<file path="src/rtl/rock_pkg.sv">
// rock_pkg: shared state encoding, constants and amplitude helpers for rock_driver.
// Latency: n/a (types, constants and pure functions only).
// Backpressure: n/a.
package rock_pkg;

  typedef enum logic [1:0] {
    IDLE  = 2'd0,
    UP    = 2'd1,
    DOWN  = 2'd2,
    FAULT = 2'd3
  } rock_state_t;

  localparam logic [7:0] CENTER   = 8'd128;
  localparam logic [7:0] AMP_STEP = 8'd16;
  localparam logic [2:0] F_MAX    = 3'd7;

  // Excursion limit for a latched amplitude: 0..112.
  function automatic logic [7:0] amp_limit(input logic [2:0] amp);
    return 8'(amp) * AMP_STEP;
  endfunction

  // Soft-start ramp: grow by one amplitude unit per crossing, but never
  // exceed the request; a lower request applies at once.
  function automatic logic [2:0] amp_ramp(input logic [2:0] req, input logic [2:0] cur);
    return (req > cur) ? (cur + 3'd1) : req;
  endfunction

endpackage

</file>
<file path="src/rtl/rock_driver_if.sv">
// rock_driver_if: settings in (A, F, err) and swing status/drive out of rock_driver.
// Latency: n/a (wiring only). Backpressure: none, all signals are level-sampled.
// Modports: master = controller/bench side, slave = rock_driver side.
interface rock_driver_if;
  logic [2:0] A;
  logic [2:0] F;
  logic       err;
  logic       pwm;
  logic       dir;
  logic [7:0] pos;
  logic       at_center;
  logic [1:0] state;
  logic [7:0] swings;

  modport master (
    output A, F, err,
    input  pwm, dir, pos, at_center, state, swings
  );

  modport slave (
    input  A, F, err,
    output pwm, dir, pos, at_center, state, swings
  );
endinterface

</file>
<file path="src/rtl/rock_pwm.sv">
// rock_pwm: 8-bit free-running counter compared against pos to form the motor PWM.
// Latency: o_pwm is registered, one clock behind i_pos; period 256 clocks.
// Backpressure: none. Ports: clk, reset (sync, active high), i_pos, o_pwm.
module rock_pwm (
  input  logic       clk,
  input  logic       reset,
  input  logic [7:0] i_pos,
  output logic       o_pwm
);

  logic [7:0] r_cnt;
  logic       r_pwm;

  always_ff @(posedge clk) begin
    if (reset) begin
      r_cnt <= 8'd0;
      r_pwm <= 1'b0;
    end else begin
      r_cnt <= r_cnt + 8'd1;
      r_pwm <= (r_cnt < i_pos);
    end
  end

  assign o_pwm = r_pwm;

endmodule

</file>
<file path="src/rtl/rock_driver.sv">
// rock_driver: cradle swing generator; oscillates pos around 128, relatches A/F only at centre crossings.
// Latency: all outputs registered; step every CLK_DIV*(8-F_l) clocks (CLK_DIV in FAULT).
// Backpressure: none. Ports: clk, reset (sync, active high), bus (rock_driver_if.slave). Option: ROCK_SOFTSTART_EN.
module rock_driver
  import rock_pkg::*;
#(
  parameter int unsigned CLK_DIV = 4
) (
  input  logic         clk,
  input  logic         reset,
  rock_driver_if.slave bus
);

  localparam int unsigned      PRE_W    = (CLK_DIV > 1) ? $clog2(CLK_DIV) : 1;
  localparam logic [PRE_W-1:0] PRE_LAST = PRE_W'(CLK_DIV - 1);

  rock_state_t      r_state;
  logic [7:0]       r_pos;
  logic [2:0]       r_a_l;
  logic [2:0]       r_f_l;
  logic [PRE_W-1:0] r_pre;
  logic [2:0]       r_tick;
  logic [7:0]       r_swings;
  logic             r_dir;
  logic             r_at_center;

  rock_state_t      w_state_nx;
  logic [7:0]       w_pos_nx;
  logic [2:0]       w_a_nx;
  logic [2:0]       w_f_nx;
  logic [7:0]       w_swings_nx;
  logic             w_tick;
  logic             w_step;
  logic             w_cross;
  logic [7:0]       w_lim;
  logic [7:0]       w_pos_up;
  logic [7:0]       w_pos_dn;
  logic [2:0]       w_a_start;
  logic [2:0]       w_a_cross;
  logic             w_pwm;

  // Step generator: prescaler wrap = tick; tick-counter wrap = step.
  // In FAULT every tick is a step so the return to centre is fast.
  always_comb begin
    w_tick   = (r_pre == PRE_LAST);
    w_step   = w_tick && ((r_state == FAULT) || (r_tick == (F_MAX - r_f_l)));
    w_lim    = amp_limit(r_a_l);
    w_pos_up = r_pos + 8'd1;
    w_pos_dn = r_pos - 8'd1;
  end

  always_ff @(posedge clk) begin
    if (reset || (r_state == IDLE)) begin
      r_pre  <= '0;
      r_tick <= 3'd0;
    end else begin
      r_pre <= w_tick ? '0 : (r_pre + PRE_W'(1));
      if (r_state == FAULT) begin
        r_tick <= 3'd0;
      end else if (w_tick) begin
        r_tick <= (r_tick == (F_MAX - r_f_l)) ? 3'd0 : (r_tick + 3'd1);
      end
    end
  end

  // Amplitude to latch when leaving IDLE and at each centre crossing.
  always_comb begin
`ifdef ROCK_SOFTSTART_EN
    w_a_start = (bus.A != 3'd0) ? 3'd1 : 3'd0;
    w_a_cross = amp_ramp(bus.A, r_a_l);
`else
    w_a_start = bus.A;
    w_a_cross = bus.A;
`endif
  end

  always_comb begin
    w_state_nx  = r_state;
    w_pos_nx    = r_pos;
    w_a_nx      = r_a_l;
    w_f_nx      = r_f_l;
    w_swings_nx = r_swings;
    w_cross     = 1'b0;

    case (r_state)
      IDLE: begin
        w_pos_nx = CENTER;
        if ((bus.A != 3'd0) && (bus.F != 3'd0)) begin
          w_a_nx     = w_a_start;
          w_f_nx     = bus.F;
          w_state_nx = UP;
        end
      end
      UP: begin
        if (w_step) begin
          w_pos_nx = w_pos_up;
          if (w_pos_up == (CENTER + w_lim)) begin
            w_state_nx = DOWN;
          end else if (w_pos_up == CENTER) begin
            w_cross = 1'b1;
          end
        end
      end
      DOWN: begin
        if (w_step) begin
          w_pos_nx = w_pos_dn;
          if (w_pos_dn == (CENTER - w_lim)) begin
            w_state_nx  = UP;
            w_swings_nx = r_swings + 8'd1;
          end else if (w_pos_dn == CENTER) begin
            w_cross = 1'b1;
          end
        end
      end
      FAULT: begin
        if (w_step && (r_pos > CENTER)) begin
          w_pos_nx = w_pos_dn;
        end else if (w_step && (r_pos < CENTER)) begin
          w_pos_nx = w_pos_up;
        end
        if (!bus.err && (r_pos == CENTER)) begin
          w_state_nx = IDLE;
        end
      end
      default: begin
      end
    endcase

    // Centre crossing is the only point where a moving cradle picks up new
    // settings; L >= 16 while moving, so it never coincides with a bound hit.
    if (w_cross) begin
      w_a_nx = w_a_cross;
      w_f_nx = bus.F;
      if ((w_a_cross == 3'd0) || (bus.F == 3'd0)) begin
        w_state_nx = IDLE;
      end
    end

    // err overrides everything; pos freezes on the entry edge and only the
    // FAULT stepping above may move it afterwards.
    if (bus.err) begin
      w_state_nx  = FAULT;
      w_a_nx      = r_a_l;
      w_f_nx      = r_f_l;
      w_swings_nx = r_swings;
      if (r_state != FAULT) begin
        w_pos_nx = r_pos;
      end
    end
  end

  always_ff @(posedge clk) begin
    if (reset) begin
      r_state     <= IDLE;
      r_pos       <= CENTER;
      r_a_l       <= 3'd0;
      r_f_l       <= 3'd0;
      r_swings    <= 8'd0;
      r_dir       <= 1'b0;
      r_at_center <= 1'b1;
    end else begin
      r_state     <= w_state_nx;
      r_pos       <= w_pos_nx;
      r_a_l       <= w_a_nx;
      r_f_l       <= w_f_nx;
      r_swings    <= w_swings_nx;
      r_dir       <= (w_state_nx == UP);
      r_at_center <= (w_pos_nx == CENTER);
    end
  end

  rock_pwm u_pwm (
    .clk   (clk),
    .reset (reset),
    .i_pos (r_pos),
    .o_pwm (w_pwm)
  );

  assign bus.pwm       = w_pwm;
  assign bus.dir       = r_dir;
  assign bus.pos       = r_pos;
  assign bus.at_center = r_at_center;
  assign bus.state     = r_state;
  assign bus.swings    = r_swings;

endmodule

</file>
<file path="src/flat_wrapper.sv">
// flat-port wrapper written by rule: the top's interface ports become plain ports
module rock_driver_flat import rock_pkg::*;
#(
  parameter int unsigned CLK_DIV = 4
)
  (clk, reset, bus_A, bus_F, bus_err, bus_pwm, bus_dir, bus_pos, bus_at_center, bus_state, bus_swings);
  rock_driver_if bus_i ();
  input  logic clk;
  input  logic reset;
  input wire logic [$bits(bus_i.A)-1:0] bus_A;
  input wire logic [$bits(bus_i.F)-1:0] bus_F;
  input wire logic [$bits(bus_i.err)-1:0] bus_err;
  output wire logic [$bits(bus_i.pwm)-1:0] bus_pwm;
  output wire logic [$bits(bus_i.dir)-1:0] bus_dir;
  output wire logic [$bits(bus_i.pos)-1:0] bus_pos;
  output wire logic [$bits(bus_i.at_center)-1:0] bus_at_center;
  output wire logic [$bits(bus_i.state)-1:0] bus_state;
  output wire logic [$bits(bus_i.swings)-1:0] bus_swings;
  assign bus_i.A = bus_A;
  assign bus_i.F = bus_F;
  assign bus_i.err = bus_err;
  assign bus_pwm = bus_i.pwm;
  assign bus_dir = bus_i.dir;
  assign bus_pos = bus_i.pos;
  assign bus_at_center = bus_i.at_center;
  assign bus_state = bus_i.state;
  assign bus_swings = bus_i.swings;
  rock_driver #(.CLK_DIV(CLK_DIV)) u_core (.clk(clk), .reset(reset), .bus(bus_i));
endmodule
</file>
<file path="config.mk">
export PLATFORM = sky130hd
export DESIGN_NAME = rock_driver_flat
export DESIGN_NICKNAME = d
export VERILOG_FILES = /design/src/rtl/rock_pkg.sv /design/src/rtl/rock_driver_if.sv /design/src/rtl/rock_pwm.sv /design/src/rtl/rock_driver.sv /design/src/flat_wrapper.sv
export SDC_FILE = /design/constraint.sdc
export NUM_CORES = 1
export LEC_CHECK = 0
export CORE_MARGIN = 3
export CORE_UTILIZATION = 55
export DETAILED_ROUTE_END_ITERATION = 12
export GPL_ROUTABILITY_DRIVEN = 0
export GPL_TIMING_DRIVEN = 0
export PLACE_DENSITY = 0.79
export SLEW_MARGIN = 20
export SYNTH_ARGS = -nofsm -noshare
export SYNTH_HDL_FRONTEND = slang
export SYNTH_SLANG_ARGS = --single-unit
</file>
<file path="constraint.sdc">
create_clock -name clk -period 4.1 [get_ports clk]
set_input_delay 0.82 -clock clk [delete_from_list [all_inputs] [get_ports clk]]
set_output_delay 0.82 -clock clk [all_outputs]
set_load 0.05 [all_outputs]
</file>
# Word-level counts from Yosys, hierarchy flattened
# Index checks and enable logic that the tools add are counted.
[totals] out_inout_bits=21 wordCells=88 in_bits=9 regBits=40
[classes] reduce_logical=20 eq_ne=13 muxes=31 bitwise=1 magnitude_cmp=3 add_sub_neg=9
[op_table] operator="$mux 8" count=6
[op_table] operator="$eq 8x8->1 const B" count=4
[op_table] operator="$pmux 8 s4" count=1
[op_table] operator="$add 8x1->8 const B" count=3
[op_table] operator="$mux 3" count=7
[op_table] operator="$mux 2" count=9
[op_table] operator="$eq 8x8->1" count=2
[op_table] operator="$add 8x7->8 const A" count=1
[op_table] operator="$gt 8x8->1 const B" count=1
[op_table] operator="$lt 8x8->1" count=1
[op_table] operator="$lt 8x8->1 const B" count=1
[op_table] operator="$pmux 2 s4" count=1
[op_table] operator="$sub 8x1->8 const B" count=1
[op_table] operator="$sub 8x7->8 const A" count=1
[op_table] operator="$eq 2x2->1 const B" count=3
[op_table] operator="$logic_not 3->1" count=2
[op_table] operator="$mux 1" count=6
[op_table] operator="$reduce_bool 3->1" count=2
[op_table] operator="$logic_and 1x1->1" count=5
[op_table] operator="$eq 2x1->1 const B" count=2
[op_table] operator="$reduce_and 4->1" count=1
[op_table] operator="$reduce_bool 2->1" count=2
[op_table] operator="$reduce_or 2->1" count=2
[op_table] operator="$add 3x1->3 const B" count=1
[op_table] operator="other kinds (10)" count=12

# Logic depth before layout (Yosys ltp)
[depth] depth_word=11 ltp_mapped=11 mapped_depth_nobuf=10

# Cells and area by module
# Synthesis repeated with hierarchy kept, for this count alone.
[hier_totals] hier_cells=404 hier_area_um2=3140.5
[by_module_without_submodules] module="rock_driver" seq_area_each_um2=620.6 area_each_um2=2641.3 n_inst=1 cells_each=348
[by_module_without_submodules] module="rock_pwm" seq_area_each_um2=180.2 area_each_um2=499.2 n_inst=1 cells_each=56

# Least setup slack after synthesis
# OpenSTA, ideal clock, no wires.
[synth_path] path_type="register to register" start="reg u_core.r_pos[0], in the netlist u_core.bus.pos[0]" end="reg u_core.r_swings[6], in the netlist u_core.bus.swings[6]" stages_incl_launch_ff=12 slack_ns=0.727 arrival_ns=3.245 setup_ns=0.128 cell_sequence="dfxtp_1 -> buf_1 -> inv_1 -> ha_1 -> or3b_2 -> o31ai_1 -> o211ai_1 -> nor4b_4 -> and4_4 -> nand3_1 -> xor2_1 -> nor2_1"
[synth_via] elab_chain_cells=3
[synth_lines] item="start, declared" line="rock_driver.sv:18" text="logic [7:0] r_pos;"
[synth_lines] item="start signal, assigned" line="rock_driver.sv:163" text="r_pos <= w_pos_nx;"
[synth_lines] item="$sub 8x1->8" line="rock_driver.sv:49" text="w_pos_dn = r_pos - 8'd1;"
[synth_lines] item="$eq 8x8->1" line="rock_driver.sv:107" text="if (w_pos_dn == (CENTER - w_lim)) begin"
[synth_lines] item="$reduce_and 4->1 (no source line)"
[synth_lines] item="end signal, assigned" line="rock_driver.sv:166" text="r_swings <= w_swings_nx;"
[synth_lines] item="end, declared" line="rock_driver.sv:23" text="logic [7:0] r_swings;"
# Every way passes these cells.
# A chain may end at the register's enable or synchronous reset.

# Worst setup path in the final report
# Ends and elaborated chain as after synthesis.

==> metrics <==
total negative setup slack=0 ns; switching power of the nets=275 uW; CTS HTree Levels=2; mux contribution to synthesized area=3.24%; Switching Fraction=30.7%; Slew HR=28.7%; worst hold slack=0.442 ns; share of flip-flops with an asynchronous set or reset=0%; vias in the first global route=3,009; Worst VDD drop=0.165 mV; post-synth net total=419; WP data arrival=4.02 ns; Via-to-Cell Ratio=6.60; Leakage=0.00135 uW; Routed met3 length=886 um; WL met1=3630 um; CP Class=reg2reg; post-DR wirelength/cell=17.6 um; Post-Synth XOR/XNOR Area=8.41%; CTS clk-pin slew, worst paths=0.08 ns; post-CTS resize count=0; yosys warns=0; DRT Pass-1 Iters=7; fin area=0.00355 mm2; DR iter-0 viols=446; post-synthesis sequential area ratio=25.9%; starting density of the core=58.7%; commonest non-fill, non-tap cell in the layout=nor2_1; ys flop type=dfxtp_1; combinational share of power=22.4%; CP endpoint kind=flip-flop; startpoint types=flip-flop; Hold Buf Count CTS=0; required time of the critical path=4.28 ns; post-synthesis adder-cell area fraction=8.41%; clk_lat worst skew=0.30 ns; HPWL after DPL=6480 um; Sink Count=40; clk_skew=0.00748 ns; Total Power=893 uW; post-synthesis simple-gate area fraction=24.8%; clk buf depth=2; initial antenna violation count=0; die area=0.00656 mm2; clock group share of total power=31.3%; Compound-Gate Fraction of Synth Area=23.6%; io pins=30; antenna viol nets, final=0; vias=3,275; fin. max-slew vios=0; max-cap violations=0; #FFs+latches synth=40; Num CTS Buffers=5; final setup violation count=0; site row count=26; worst hold path class=reg2reg; Gate Count Post-Synth=390; Flop pwr share=46.3%; CTS tree=yes; number of flops mapped to enable cells by yosys=0; core area=0.00527 mm2; period utilization=93.6%; largest family of logic cells by synthesized area=simple AND/OR/NAND/NOR gates; largest net degree at the start of global routing=13; first-pass GRT wire length=14,300 um; hold path cells=1; outcome=complete, no violations; highest metal used=met4; antenna cells=0; non-filler cells, final=496; nets@finish=454; Die W=81.0 um; Pint=618 uW; Least-Margin Pin Slew=1.05 ns; die height=81.0 um; placed cells=488; Area after DPL=0.00346 mm2; Post-Route WL=8740 um; synthesized area=0.00309 mm2; GRT Util Overall=28.0%; Tmin final=3.84 ns; final-report hold violation count=0; P per Cell Area=251 mW/mm2; Synth cell types=66; area grow syn2layout=14.9%; most frequent cells in the layout=45 x nor2_1, 40 x dfxtp_1, 30 x nand2_1; RSZ-0062 raised after global routing=no; I/O Buffers=28; postcts setup bufs=0; routed wl met2=3760 um; Register-to-Register Path Depth=11; CTS Root Cell=clkbuf_8; Max FO, Critical Path=10; DR DRC count=0; FMAX=0.260 GHz; layout cell share with drive strength beyond 1=6.10%; grt ovf=0; mean post-synth cell area=7.93 um2
[state kept, by name, indices dropped and copies added, names as in the netlist]
signal	flops
u_core.bus.at_center	1
u_core.bus.pos	8
u_core.bus.dir	1
u_core.bus.swings	8
u_core.r_f_l	3
u_core.r_a_l	3
u_core.u_pwm.o_pwm	1
u_core.bus.state	2
u_core.u_pwm.r_cnt	8
u_core.r_tick	3
u_core.r_pre	2
[synth_stat cells, drive strengths merged, types with 8 or more instances]
cell,number,share of area [%]
a21oi,14,2.6
nand3,20,3.4
nor3,8,1.3
xor2,14,4.0
o31ai,8,1.9
xnor2,13,3.7
mux2i,10,3.2
nor2,45,5.5
inv,15,1.8
nand2,30,3.6
clkbuf,20,2.4
ha,20,8.1
o21ai,20,3.2
dfxtp,40,26
[metal layers]
metal / GRT usage (%) / vias up
li1: - / 1506
met1: 37.1 / 1492
met2: 43.3 / 224
met3: 5.54 / 53
met4: 13.3 / 0
met5: 0 / -
[metrics by stage]
| stage | utilization, % | setup slack (ns) |
|---|---|---|
| 3_3_place_gp | 65.7 | 0.411 |
| 5_1_grt | 67.5 | 0.114 |
| 2_1_floorplan | - | 0.727 |
| 6_report | 67.5 | 0.261 |
| 3_5_place_dp | 65.7 | 0.368 |
| 4_1_cts | 67.5 | 0.338 |
[cell type report]
class	count	area, um2
Timing Repair Buffer	28	280
Clock buffer	7	86.3
Buffer	27	115
Inverter	16	60.1
Clock inverter	1	7.51
Tap cell	70	87.6
Sequential cell	40	801
Multi-Input combinational cell	307	2120
Fill cell	471	1720
[power by group through the flow]
stage / registers (uW) / clock network [uW] / logic, uW
6_report: 414 / 279 / 200
5_1_grt: 415 / 300 / 218
4_1_cts: 414 / 282 / 197
3_5_place_dp: 423 / 0 / 196
3_3_place_gp: 422 / 0 / 192
2_1_floorplan: 439 / 0 / 125
[path summary, 6_finish.rpt]
check	start	endpoint	slack, ns
hold / removal	u_core.r_pre[0]	u_core.r_pre[0]	0.44
setup / recovery	u_core.bus.pos[0]	u_core.bus.swings[6]	0.26
hold reg to reg	u_core.r_pre[0]	u_core.r_pre[0]	0.44
setup reg to reg	u_core.bus.pos[0]	u_core.bus.swings[6]	0.26
[cells by family after synthesis]
| logic type | Yosys count |
|---|---|
| mux | 10 |
| fa+ha+maj | 21 |
| compound gates | 99 |
| simple gates | 149 |
| flops | 40 |
| xor+xnor | 28 |
| buf+inv | 43 |
[worst max-delay path: stages, from the launching register on]
cell	delay (ns)
dfxtp_1	0.45
buf_1	0.45
inv_1	0.15
ha_1	0.35
or3b_2	0.48
o31ai_1	0.38
o211ai_1	0.27
nor4b_4	0.56
and4_4	0.32
nand3_1	0.09
xor2_1	0.15
nor2_1	0.05
Power figures use the tool's default switching activity.
